--- config.mk ---
export PLATFORM = sky130hd
export DESIGN_NAME = afifo_rd_stream
export DESIGN_NICKNAME = d
export VERILOG_FILES = /design/src/rtl/afifo_rd_stream.sv
export SDC_FILE = /design/constraint.sdc
export NUM_CORES = 1
export LEC_CHECK = 0
export ABC_AREA = 1
export BUFFER_PORTS_ARGS = -buffer_cell sky130_fd_sc_hd__buf_2
export CORE_MARGIN = 2
export CORE_UTILIZATION = 30
export CTS_CLUSTER_DIAMETER = 30
export DETAILED_ROUTE_END_ITERATION = 10
export HOLD_SLACK_MARGIN = 0.08
export PLACE_DENSITY_LB_ADDON = 0.15
export SLEW_MARGIN = 20
export SYNTH_ARGS = -nofsm -noshare
export SYNTH_HDL_FRONTEND = slang
export SYNTH_SLANG_ARGS = --single-unit
--- constraint.sdc ---
create_clock -name clk -period 5.2 [get_ports clk]
set_input_delay 1.04 -clock clk [delete_from_list [all_inputs] [get_ports clk]]
set_output_delay 1.04 -clock clk [all_outputs]
set_load 0.03 [all_outputs]
--- src/rtl/afifo_rd_stream.sv ---
// Read-side stream adapter for the async FIFO: pops with credit, absorbs the
// one-cycle RAM latency in a small skid buffer, and flags FIFO protocol errors.
module afifo_rd_stream #(
  parameter int unsigned DW        = 24,
  parameter int unsigned BUF_DEPTH = 2,
  parameter int unsigned CW        = $clog2(BUF_DEPTH + 1)
) (
  input  logic          clk,
  input  logic          rst,
  input  logic          fifo_empty,
  input  logic          fifo_vld,
  input  logic [DW-1:0] fifo_data,
  output logic          fifo_pop,
  output logic          m_valid,
  input  logic          m_ready,
  output logic [DW-1:0] m_data,
  output logic [CW-1:0] occ,
  output logic          err_ovf,
  output logic          err_unexp
);

  localparam int unsigned PW = (BUF_DEPTH > 1) ? $clog2(BUF_DEPTH) : 1;
  localparam int unsigned SW = CW + 1;

  logic [DW-1:0] mem_q [BUF_DEPTH];
  logic [PW-1:0] wr_ptr;
  logic [PW-1:0] rd_ptr;
  logic [CW-1:0] count;
  logic          inflight;

  logic          deq;
  logic          full;
  logic          ovf;
  logic          wr_en;
  logic [SW-1:0] credit;

  // Credit counts stored words plus the word already requested last cycle.
  assign m_valid  = (count != '0);
  assign deq      = m_valid & m_ready;
  assign credit   = SW'(count) + SW'(inflight) - SW'(deq);
  assign fifo_pop = !rst & !fifo_empty & (credit < SW'(BUF_DEPTH));
  assign full     = (count == CW'(BUF_DEPTH));
  assign ovf      = fifo_vld & full & !deq;
  assign wr_en    = fifo_vld & !ovf;
  assign m_data   = mem_q[rd_ptr];
  assign occ      = count;

  // Buffer storage and pointers; a write and a read at full are allowed together.
  always_ff @(posedge clk or posedge rst) begin
    if (rst) begin
      for (int i = 0; i < int'(BUF_DEPTH); i++) mem_q[i] <= '0;
      wr_ptr <= '0;
      rd_ptr <= '0;
    end else begin
      if (wr_en) begin
        mem_q[wr_ptr] <= fifo_data;
        wr_ptr        <= wr_ptr + PW'(1);
      end
      if (deq) rd_ptr <= rd_ptr + PW'(1);
    end
  end

  // Occupancy, in-flight tracking and sticky error flags.
  always_ff @(posedge clk or posedge rst) begin
    if (rst) begin
      count     <= '0;
      inflight  <= 1'b0;
      err_ovf   <= 1'b0;
      err_unexp <= 1'b0;
    end else begin
      case ({wr_en, deq})
        2'b10:   count <= count + CW'(1);
        2'b01:   count <= count - CW'(1);
        default: count <= count;
      endcase
      inflight  <= fifo_pop;
      err_ovf   <= err_ovf | ovf;
      err_unexp <= err_unexp | (fifo_vld & !inflight);
    end
  end

endmodule

==> results summary, run 1 <==
During placement, the flow inserted port buffers numbering 58. The final critical-path share of the clock period came out at 0.730. The residual overflow from global routing came out at 0. At the worst endpoint, the arrival time is 2.76 ns. The final wirelength is 7170 um.

The vertical die dimension is 102 um. The via count came out at 2360. Counting flops and latches in the post-synthesis netlist gives 55. Broken down by cell family, the worst path's largest delay share belongs to adder cells. The sink count of the clock tree is 55. The total power divided by cell area came out at 626 mW/mm^2. The sequential share of the synthesized area is 0.482. The final total negative setup slack came out at 0 ns. Across every metal layer, demand over resource in global routing totals 0.148. The final RePlAce weighted congestion is 0.689.

The highest achievable clock rate is 0.263 GHz. The share of the core filled with cells came out at 0.350. The minimum clock period is 3.80 ns. The routed wire length per instance is 14.1 um. The worst vdd rail ir drop came out at 0.213 mV. The layout net count came out at 409. The post-detailed-route count of antenna-violating nets is 0. The largest individual stage delay along the critical path comes from the cell fa_1. By startpoint and endpoint, the worst setup path is classified as in2out. Setup violations remaining at the end of the flow were counted as 0. The peak per-stage delay on the critical path came out at 0.48 ns. The max-capacitance violation count is 0. The critical path required time is 4.16 ns. The number of placed instances, taps included came out at 499. The max-slew violation count came to 0. The count of mapped cells out of synthesis is 334. The initial standard-cell utilization of the core is 0.309.

The quantity of hold-fixing buffers added after cts came out at 0. The initial antenna violation count is 0. On the final layout, the worst hold slack is 0.468 ns. The number of global-route vias before repair is 2341. The layout cell share with drive strength beyond 1 came out at 0.312. The non-filler instance count after layout came out at 507. The core footprint is 0.00924 mm^2.

The synthesized netlist net count came out at 366. The number of diodes is 0. The normalized max-slew margin is 0.332. The area of the die is 0.0103 mm^2.

Counting both buffers and inverters, the worst setup path holds a total of 3. The worst hold path passes through 2 cells. The cell area after placement came out at 0.00314 mm^2.

The placed wire-length estimate came out at 4230 um. The I/O pin total came out at 59. The number of warnings printed during yosys synthesis came out at 0.

The logic depth of the worst register-to-register path is 9. The TritonCTS buffer count is 5. The post-CTS clock slew at the launch and capture registers of the worst setup and hold paths came out at 0.09 ns. The clock latency on the worst-skew pair is 0.31 ns.

The die is 102 um wide. The vias per cell is 4.65. The total non-filler cell area in the finished layout is 0.00324 mm^2. In this run the number of H-tree levels came out at 2. The fraction of synthesized cell area taken by the top area cell type is 0.482. The final hold violation count was 0. The number of iterations in the first detailed-routing pass came out at 4. The run finished with clean final reports. The maximum fanout count along the critical path is 2. The actual transition at the worst max-transition pin came out at 1.00 ns. The post-route clock skew came out at 0.00787 ns. Counting along the longest clock path gives a buffer depth of 2. Traced cell by cell, the critical path runs through buf_2 -> nand2_1 -> inv_1 -> ha_1 -> or2_2 -> fa_1 -> nand2_1 -> nor2_1 -> buf_2. TritonCTS built the clock tree. The floorplan has 35 rows. The first global-routing pass estimated 12000 um of wire.

The number of post-CTS setup repair buffers is 0. Entering global routing, the biggest net connects 54 pins. STA classifies the critical path endpoint as an output port. In this run the clock root is driven by a clkbuf_8. Setup repair after global routing left no endpoint under its margin. The netlist uses 24 different library cells. The total DRC errors in the routed layout is 0. STA classifies the critical path startpoint as an input pin. The mean instance size in the synthesized netlist is 8.54 um^2. Ranked by total cell area, the synthesized netlist is headed by dfrtp_1 (48%), nand2_1 (18%), nand4_1 (11%). The synthesis-to-layout area growth is 13.5%. The number of DRC violations after detailed-routing iteration 0 came out at 81. Summed over all cells, the static leakage comes to 1.73 nW.

The cell taking the most area after synthesis is dfrtp_1. The depth of the critical timing path with buffers and inverters included is 9. The number of resized instances in the post-cts repair step came out at 0.

The worst min-delay path category is reg2reg. The netlist area before placement is 0.00285 mm^2.
cells by family (layout without fill, tap and decap cells):
group           Yosys count  count (layout)  synth area share
xor+xnor                  3               3           0.00921
compound gates            1               1           0.00263
fa+ha+maj                 3               3            0.0158
buf+inv                  35              79            0.0798
simple gates            237             237             0.410
flops                    55              55             0.482
synthesized netlist by cell type:
library cell,number
xnor2_1,1
nor2_1,2
nand2_8,1
buf_12,4
buf_6,2
xor2_1,2
a21o_1,1
nand4_1,49
inv_4,1
dfrtp_1,55
or2_2,1
nand2_2,40
ha_1,2
clkbuf_1,7
inv_1,7
nor2_4,1
nand3_4,2
or2_1,1
buf_2,11
nand3_1,1
buf_1,1
inv_2,2
fa_1,1
nand2_1,139
placed cells by master (no fill, tap or decap), types with 2 or more instances in the layout:
master,netlist,layout
inv_2,2,3
buf_2,11,58
inv_1,7,6
nand3_4,2,2
nor2_1,2,2
dfrtp_1,55,55
ha_1,2,2
xor2_1,2,2
nand4_1,49,49
clkbuf_8,0,6
nand2_1,139,139
buf_4,0,3
nand2_2,40,40
per-layer routing:
layer / GRT usage / vias to the layer above / part of all wire
met5: 0 / - / 0
met4: 0.0447 / 0 / 0.015
met3: 0.0290 / 9 / 0.044
met2: 0.240 / 50 / 0.48
met1: 0.201 / 1130 / 0.46
li1: - / 1171 / -
per-stage QoR:
step | total power, mW | setup WS [ns]
final | 2.03 | 1.40
after global routing | 2.21 | 1.30
after CTS | 2.06 | 1.39
after detailed placement | 1.80 | 1.40
after global placement | 1.78 | 1.43
after floorplan | 1.55 | 1.47
worst register-to-register path, delay by kind of cell, from the launching register on:
family | cells | cell delay (ns)
AND/OR/NAND/NOR | 5 | 0.63
buffers and inverters | 2 | 0.19
flip-flops | 1 | 0.48
adder cells (fa/ha/maj) | 2 | 0.74
state kept, by name, indices dropped and copies added, names as in the netlist:
| register | cells |
|---|---|
| rd_ptr | 1 |
| mem_q | 48 |
| inflight | 1 |
| err_unexp | 1 |
| err_ovf | 1 |
| occ | 2 |
| wr_ptr | 1 |
cell type report:
cell class                 instances  area [um^2]
fill                             999         6000
sequential                        55         1380
clock inverter                     2         16.3
multi-input combinational        244         1250
timing repair buffer              61          313
clock buffer                       6         82.6
tap                              129          161
inverter                          10         40.0
path summary, 6_finish.rpt:
check | startpoint | end | slack [ns]
worst max-delay path | m_ready | fifo_pop | 1.40
worst min-delay path | err_ovf | err_ovf | 0.47
min in group asynchronous | rst | inflight | 0.78
worst max register to register | occ[1] | inflight | 3.07
max in group asynchronous | rst | mem_q[13] | 3.62
worst min register to register | err_ovf | err_ovf | 0.47
report_power, final:
part           total [mW]  internal, mW  leakage (nW)  switching [mW]
Clock               0.257         0.109        0.0474           0.148
Sequential          0.771         0.610         0.672           0.161
Combinational        1.00         0.307          1.01           0.693
Note: power is estimated with default switching activity, not from simulation.
==> run 2, diff against run 1 <==
==> constraint.sdc (replaced) <==
create_clock -name clk -period 3.3 [get_ports clk]
set_input_delay 0.66 -clock clk [delete_from_list [all_inputs] [get_ports clk]]
set_output_delay 0.66 -clock clk [all_outputs]
set_load 0.03 [all_outputs]
==> run 2 against run 1 <==
  * Critical path depth grew 1
  * Clock skew grew 0.0031 ns
  * Setup slack lost 1.2 ns
  * Wire length grew 2.2%
  * Power grew 61%
  * First-iteration DRC count grew 4.9%
  * Critical endpoint unchanged
  * Largest power group unchanged
==> results summary, run 2 (synthesized netlist as in run 1, its figures left out) <==
The run finished with clean final reports. On the critical path, the stage with the largest delay is an instance of fa_1. Counting instances, the worst hold path has a depth of 2. The post-route clock skew is 0.0109 ns. STA classifies the critical path endpoint as an output port. The repair_antennas step left the layout with diodes totalling 0. Entering global routing, the biggest net connects 56 pins. The logic depth of the worst register-to-register path is 9.

The final wirelength is 7330 um. The minimum clock period is 3.11 ns. The number of buffers and inverters on the critical path is 3. Summed over all nets, the switching power comes to 1.60 mW. In the final timing run, aggregate negative setup slack is 0 ns. After filler insertion, the fill cell instance count of the layout stands at 1000.

After clock tree synthesis, the clock-pin slew on the worst setup and hold paths is 0.10 ns. More flip-flops sit in one register than any other, and that register is mem_q. The CTS tree is yes. For this design the ratio of total power to cell area is 997 mW/mm^2. Routability-driven placement finished with a final weighted congestion of 0.690.

The area taken by multi-input logic gates came out at 0.00125 mm^2. The normalized max-slew margin is 0.505. The worst vdd rail ir drop is 0.284 mV.

Port buffering added 58 buffers. The highest achievable clock rate is 0.321 GHz. The internal power summed over all cells is 1.67 mW. In this design, the stage delay of the slowest critical-path cell is 0.48 ns. After detailed routing, the number of vias per cell comes to 4.54.

After the last flow step, the layout net total stands at 412. The initial utilization of the core area, before any placement, comes to 0.309. The number of buffers on the longest clock path came out at 2.

The data arrival time of the critical path is 2.45 ns. The commonest non-fill, non-tap cell in the layout is nand2_1. The number of DRC violations after detailed-routing iteration 0 is 85. The number of rows created at floorplan came out at 35. Relative to the synthesized area, the layout overhead comes to 14.7%. The sink count of the clock tree is 55. The actual transition at the worst max-transition pin came out at 0.742 ns.

Broken down by cell family, the worst path's largest delay share belongs to adder cells. The library cells used most frequently in the layout, excluding fill and tap cells, are nand2_1 (139), buf_2 (57), dfrtp_1 (53), nand4_1 (49), nand2_2 (40). The count of nets left with antenna violations once routing finished came out at 0. Setup repair after global routing left no endpoint under its margin.

The final hold violation count is 0. The switching share of power came out at 0.490. The routed wire length per instance is 14.4 um. The critical path goes through inv_1 -> nand2_1 -> nand2_1 -> inv_1 -> ha_1 -> or2_2 -> fa_1 -> nand2_1 -> nor2_2 -> buf_4. The design draws 3.26 mW. The combinational share of power is 0.514.

The leakage power summed over all cells came out at 1.75 nW. The clock latency on the worst-skew pair came out at 0.32 ns. The area of the die is 0.0103 mm^2. Of the total power, registers draw 0.354. The capture endpoint of the worst hold path is err_ovf. The first-pass GRT wire length is 11800 um. By startpoint and endpoint, the worst setup path is classified as reg2out. The via count is 2316. Dividing the final minimum period by the clock period gives 0.944. Once layout is complete, the utilization of the core stands at 0.354. In this run the worst path has a maximum fanout of 5.

The total DRC errors in the routed layout is 0. In this run the vertical extent of the chip is 102 um. The max-capacitance violation count came out at 0. The worst hold slack after final layout is 0.464 ns. The area occupied by registers came out at 0.00138 mm^2. The placed wire-length estimate is 4170 um. The number of failing setup endpoints in the final timing report is 0. Pin placement for this block handled 59 I/O pins. The global router's overall resource usage came out at 0.149.

In the final layout, the share of cells above drive strength 1 is 0.325. Of the total power, the clock network draws 0.132. Global routing finished with a remaining overflow of 0. The critical path required time came out at 2.64 ns. The horizontal die dimension is 102 um. The core footprint came out at 0.00924 mm^2. The launching element type of the critical path is a register. In this design, the critical path's most frequently occurring cell is nand2_1. The startpoint identified for the worst register-to-register timing path is occ[1].

The clock root buffer master is clkbuf_8. The number of global-route vias before repair came out at 2273. The first TritonRoute pass finished after 4 iterations. The max-slew violation count is 0. The number of flip-flops under the largest register name is 48. The initial antenna violation count came out at 0. In this run, CTS created clock tree buffers numbering 5. In this run the number of H-tree levels came out at 2. Setup slack on the worst reg-to-reg path comes out at 1.26 ns. The worst min-delay path category is reg2reg. The endpoint identified for the worst register-to-register timing path is inflight. In this run the most critical hold path is launched from err_ovf.
run 2: cell count changes in the layout (fill, tap and decap cells not counted), sizes merged:
cell / delta
clkbuf: +1
clkinv: -1
buf: +3
run 2: cell type report:
| type | instances | share of cell area |
|---|---|---|
| clock buffers | 7 | 0.0294 |
| clock inverters | 1 | 0.00229 |
| inverters | 10 | 0.0122 |
| multi-input cells | 244 | 0.382 |
| flip-flops and latches | 55 | 0.421 |
| well taps | 129 | 0.0493 |
| repair buffers | 64 | 0.103 |
run 2: per-stage QoR:
step	instance area, um^2	setup slack, ns	cells
floorplan	2860	0.121	334
global placement	3150	0.310	500
detailed placement	3150	0.271	500
CTS	3250	0.0758	508
global route	3270	0.0117	510
finish	3270	0.186	510
run 2: what timing repair did:
action | in CTS | in global routing
resized for setup | 0 | 4
endpoints found under the setup margin | 0 | 1
buffers inserted | 0 | 2
hold buffers | 0 | 0
run 2: worst max-delay path by stage:
stage,slack [ns],cells after the start,from,to
2_1_floorplan,0.12,9,occ[1],fifo_pop
3_3_place_gp,0.31,9,m_ready,fifo_pop
3_5_place_dp,0.27,9,m_ready,fifo_pop
4_1_cts,0.08,10,occ[1],fifo_pop
5_1_grt,0.01,10,occ[1],fifo_pop
6_report,0.19,10,occ[1],fifo_pop
run 2: power by group through the flow:
stage               Sequential, mW  Clock, mW  Combinational, mW
finish                        1.16      0.430               1.68
global route                  1.19      0.470               1.87
CTS                           1.16      0.441               1.68
detailed placement            1.18          0               1.68
global placement              1.17          0               1.67
floorplan                     1.16          0               1.28
run 2: tightest hold or removal path, stage by stage (launching register included):
cell	delay [ns]
dfrtp_1	0.35
inv_1	0.04
nand2_1	0.05
run 2: routing by layer:
layer / wire, um / vias to the layer above / GRT usage / part of all wire
li1: - / 1175 / - / -
met4: 89 / 0 / 0.0374 / 0.012
met3: 286 / 5 / 0.0324 / 0.039
met2: 3620 / 35 / 0.256 / 0.49
met1: 3330 / 1101 / 0.189 / 0.46
met5: 0 / - / 0 / 0
==> run 3, diff against run 2 <==
--- a/config.mk
+++ b/config.mk
@@ -13,6 +13,7 @@
 export DETAILED_ROUTE_END_ITERATION = 10
 export HOLD_SLACK_MARGIN = 0.08
 export PLACE_DENSITY_LB_ADDON = 0.15
+export RECOVER_POWER = 50
 export SLEW_MARGIN = 20
 export SYNTH_ARGS = -nofsm -noshare
 export SYNTH_HDL_FRONTEND = slang
==> constraint.sdc (replaced) <==
create_clock -name clk -period 3.3 [get_ports clk]
set_input_delay 0.33 -clock clk [delete_from_list [all_inputs] [get_ports clk]]
set_output_delay 0.33 -clock clk [all_outputs]
set_load 0.03 [all_outputs]
==> run 3 against run 2 <==
  * Sequential power hardly changed
  * Die area stayed put
  * Non-clock buffer count is 2 lower
  * The run now ends with max-capacitance violations, max-slew violations left
  * Clock skew is 0.0043 ns lower
  * Wire length is 1.5% lower
  * Critical path depth stayed put
  * Via count is 0.35% lower
  * Maximum frequency is 8.8% higher
==> results summary, run 3 (synthesized netlist as in run 1, its figures left out) <==
The pin count of the biggest net entering global routing is 53. The initial utilization of the core area, before any placement, comes to 0.309. The number of flip-flops under the largest register name is 48.

The vias per cell is 4.55. CTS built an H-tree with a depth of 2. The congestion estimate from routability-driven global placement came to 0.696.

The vertical die dimension is 102 um. The final hold violation count is 0. The initialized floorplan defines 35 standard-cell rows. The number of global-route vias before repair is 2339. The register-to-register path setup slack is 0.79 ns. Relative to the synthesized area, the layout overhead comes to 12.8%.

The total DRC errors in the routed layout is 0. Dividing the detail-routed wire length by the instance count gives 14.2 um. Wires add up to 7210 um.

The first TritonRoute pass finished after 4 iterations. Registers take 0.00138 mm^2. The max-capacitance violation count is 1. The placed wire-length estimate is 4350 um. The global router's overall resource usage is 0.149. The residual overflow from global routing is 0. The quantity of hold-fixing buffers added after cts came out at 0. The library cells used most frequently in the layout, excluding fill and tap cells, are nand2_1 (141), dfrtp_1 (55), buf_2 (52), nand4_1 (49), nand2_2 (39). With fillers left out, the area of the finished cells amounts to 0.00322 mm^2.

The launching element type of the critical path is a register. The initial antenna violation count came out at 0. The sink count of the clock tree is 55. The I/O pin total came out at 59.

STA classifies the critical path endpoint as an output port. The TritonCTS buffer count came out at 5. The kind of critical path is reg2out. Data on the critical path is required at its endpoint by 2.97 ns. The final total negative setup slack is 0 ns. The routed layout has 2308 vias. The highest achievable clock rate came out at 0.349 GHz. The final-layout fill cell count is 999. The data arrival time of the critical path is 2.53 ns. The worst hold path belongs to the class in2reg. In this run the tool buffered the top-level ports with 58 buffer cells.

TritonCTS built the clock tree. The checks that failed: max-capacitance violations, max-slew violations. The clock reaches the later pin of the worst-skew pair after 0.31 ns. The area of the die came out at 0.0103 mm^2. The normalized max-slew margin is -0.112. The number of resized instances in the post-cts repair step came out at 0.

Setup violations remaining at the end of the flow were counted as 0. The run finished, with violations left. The number of diodes is 0. Power spread over the standard cell area amounts to 1000 mW/mm^2. The post-route clock skew came out at 0.00661 ns. The worst hold slack after final layout came out at 0.250 ns.

The area taken by multi-input logic gates is 0.00123 mm^2. The post-detailed-route count of antenna-violating nets came out at 0. The core footprint came out at 0.00924 mm^2.

Of all nets on the critical path, the largest fanout is 6. Ranked by flip-flop count, first place goes to mem_q. Leaving out fill and tap cells, the most frequent cell in the layout is nand2_1. The first-pass GRT wire length came out at 12000 um. The worst vdd rail ir drop is 0.303 mV.

The layout net count came out at 410. The minimum clock period came out at 2.86 ns. For the pin with the worst max-slew slack, the measured transition is 1.67 ns. The layout cell share with drive strength beyond 1 is 0.280. For this design the static power due to leakage is 1.72 nW. The tree is rooted in a clkbuf_8. Measured along the x axis, the die boundary spans 102 um.

The number of buffers on the longest clock path came out at 2. Setup repair after global routing left no endpoint under its margin. The max-slew violation count came out at 31. Clock-pin slew was measured on the worst setup and hold paths at 0.09 ns. Buffers added to address setup during post-CTS repair amount to 0. The number of DRC violations after detailed-routing iteration 0 is 135. The final critical-path share of the clock period came out at 0.868. After detailed placement, the total cell area comes to 0.00315 mm^2.
## run 3: cell types whose count changed in the layout (fill, tap and decap cells not counted), moves of 2 or more
cell and change:
inv_2 -2, nand2_1 +2, dfrtp_1 +2, buf_2 -5, clkbuf_1 +8, buf_4 -4, clkbuf_8 -2, inv_1 +2
dfrtp_2 -2
## run 3: final timing paths
path,start,endpoint,cells after the start
worst min register to register,err_unexp,err_unexp,1
worst max register to register,occ[1],mem_q[9],6
worst min-delay path,fifo_empty,inflight,4
max in group asynchronous,rst,mem_q[1],3
min in group asynchronous,rst,err_unexp,2
worst max-delay path,occ[1],fifo_pop,10
## run 3: worst max-delay path: stages (launching register included)
cell and delay, ns:
dfrtp_1 0.46, inv_1 0.11, nand2_1 0.07, nand2_1 0.09, inv_1 0.07, ha_1 0.26
or2_2 0.30, fa_1 0.48, nand2_1 0.05, nor2_1 0.12, buf_2 0.21
## run 3: metrics by stage
step                utilization  instances  setup WS, ns  power, mW
finish                    0.348        507         0.437       3.22
global placement          0.341        500         0.797       2.83
global route              0.348        507         0.223       3.51
CTS                       0.352        507         0.395       3.30
floorplan                     -        334         0.320       2.44
detailed placement        0.341        500         0.748       2.85
## run 3: power by group
group	leakage [nW]	internal [mW]	switching (mW)
Sequential	0.672	0.962	0.198
Combinational	0.994	0.480	1.14
Clock	0.0513	0.223	0.217
Total	1.72	1.67	1.56
## run 3: final cells by class
cell class | instances | area share
inverter | 10 | 0.0121
clock inverter | 1 | 0.00933
multi-input combinational | 244 | 0.382
sequential | 55 | 0.428
tap | 129 | 0.0502
timing repair buffer | 62 | 0.0960
clock buffer | 6 | 0.0226
## run 3: layer usage
| layer | vias to the layer above | routed length [um] | global-route usage |
|---|---|---|---|
| li1 | 1169 | - | - |
| met1 | 1090 | 3560 | 0.214 |
| met2 | 42 | 3390 | 0.234 |
| met3 | 7 | 206 | 0.0221 |
| met4 | 0 | 59 | 0.0437 |
| met5 | - | 0 | 0 |
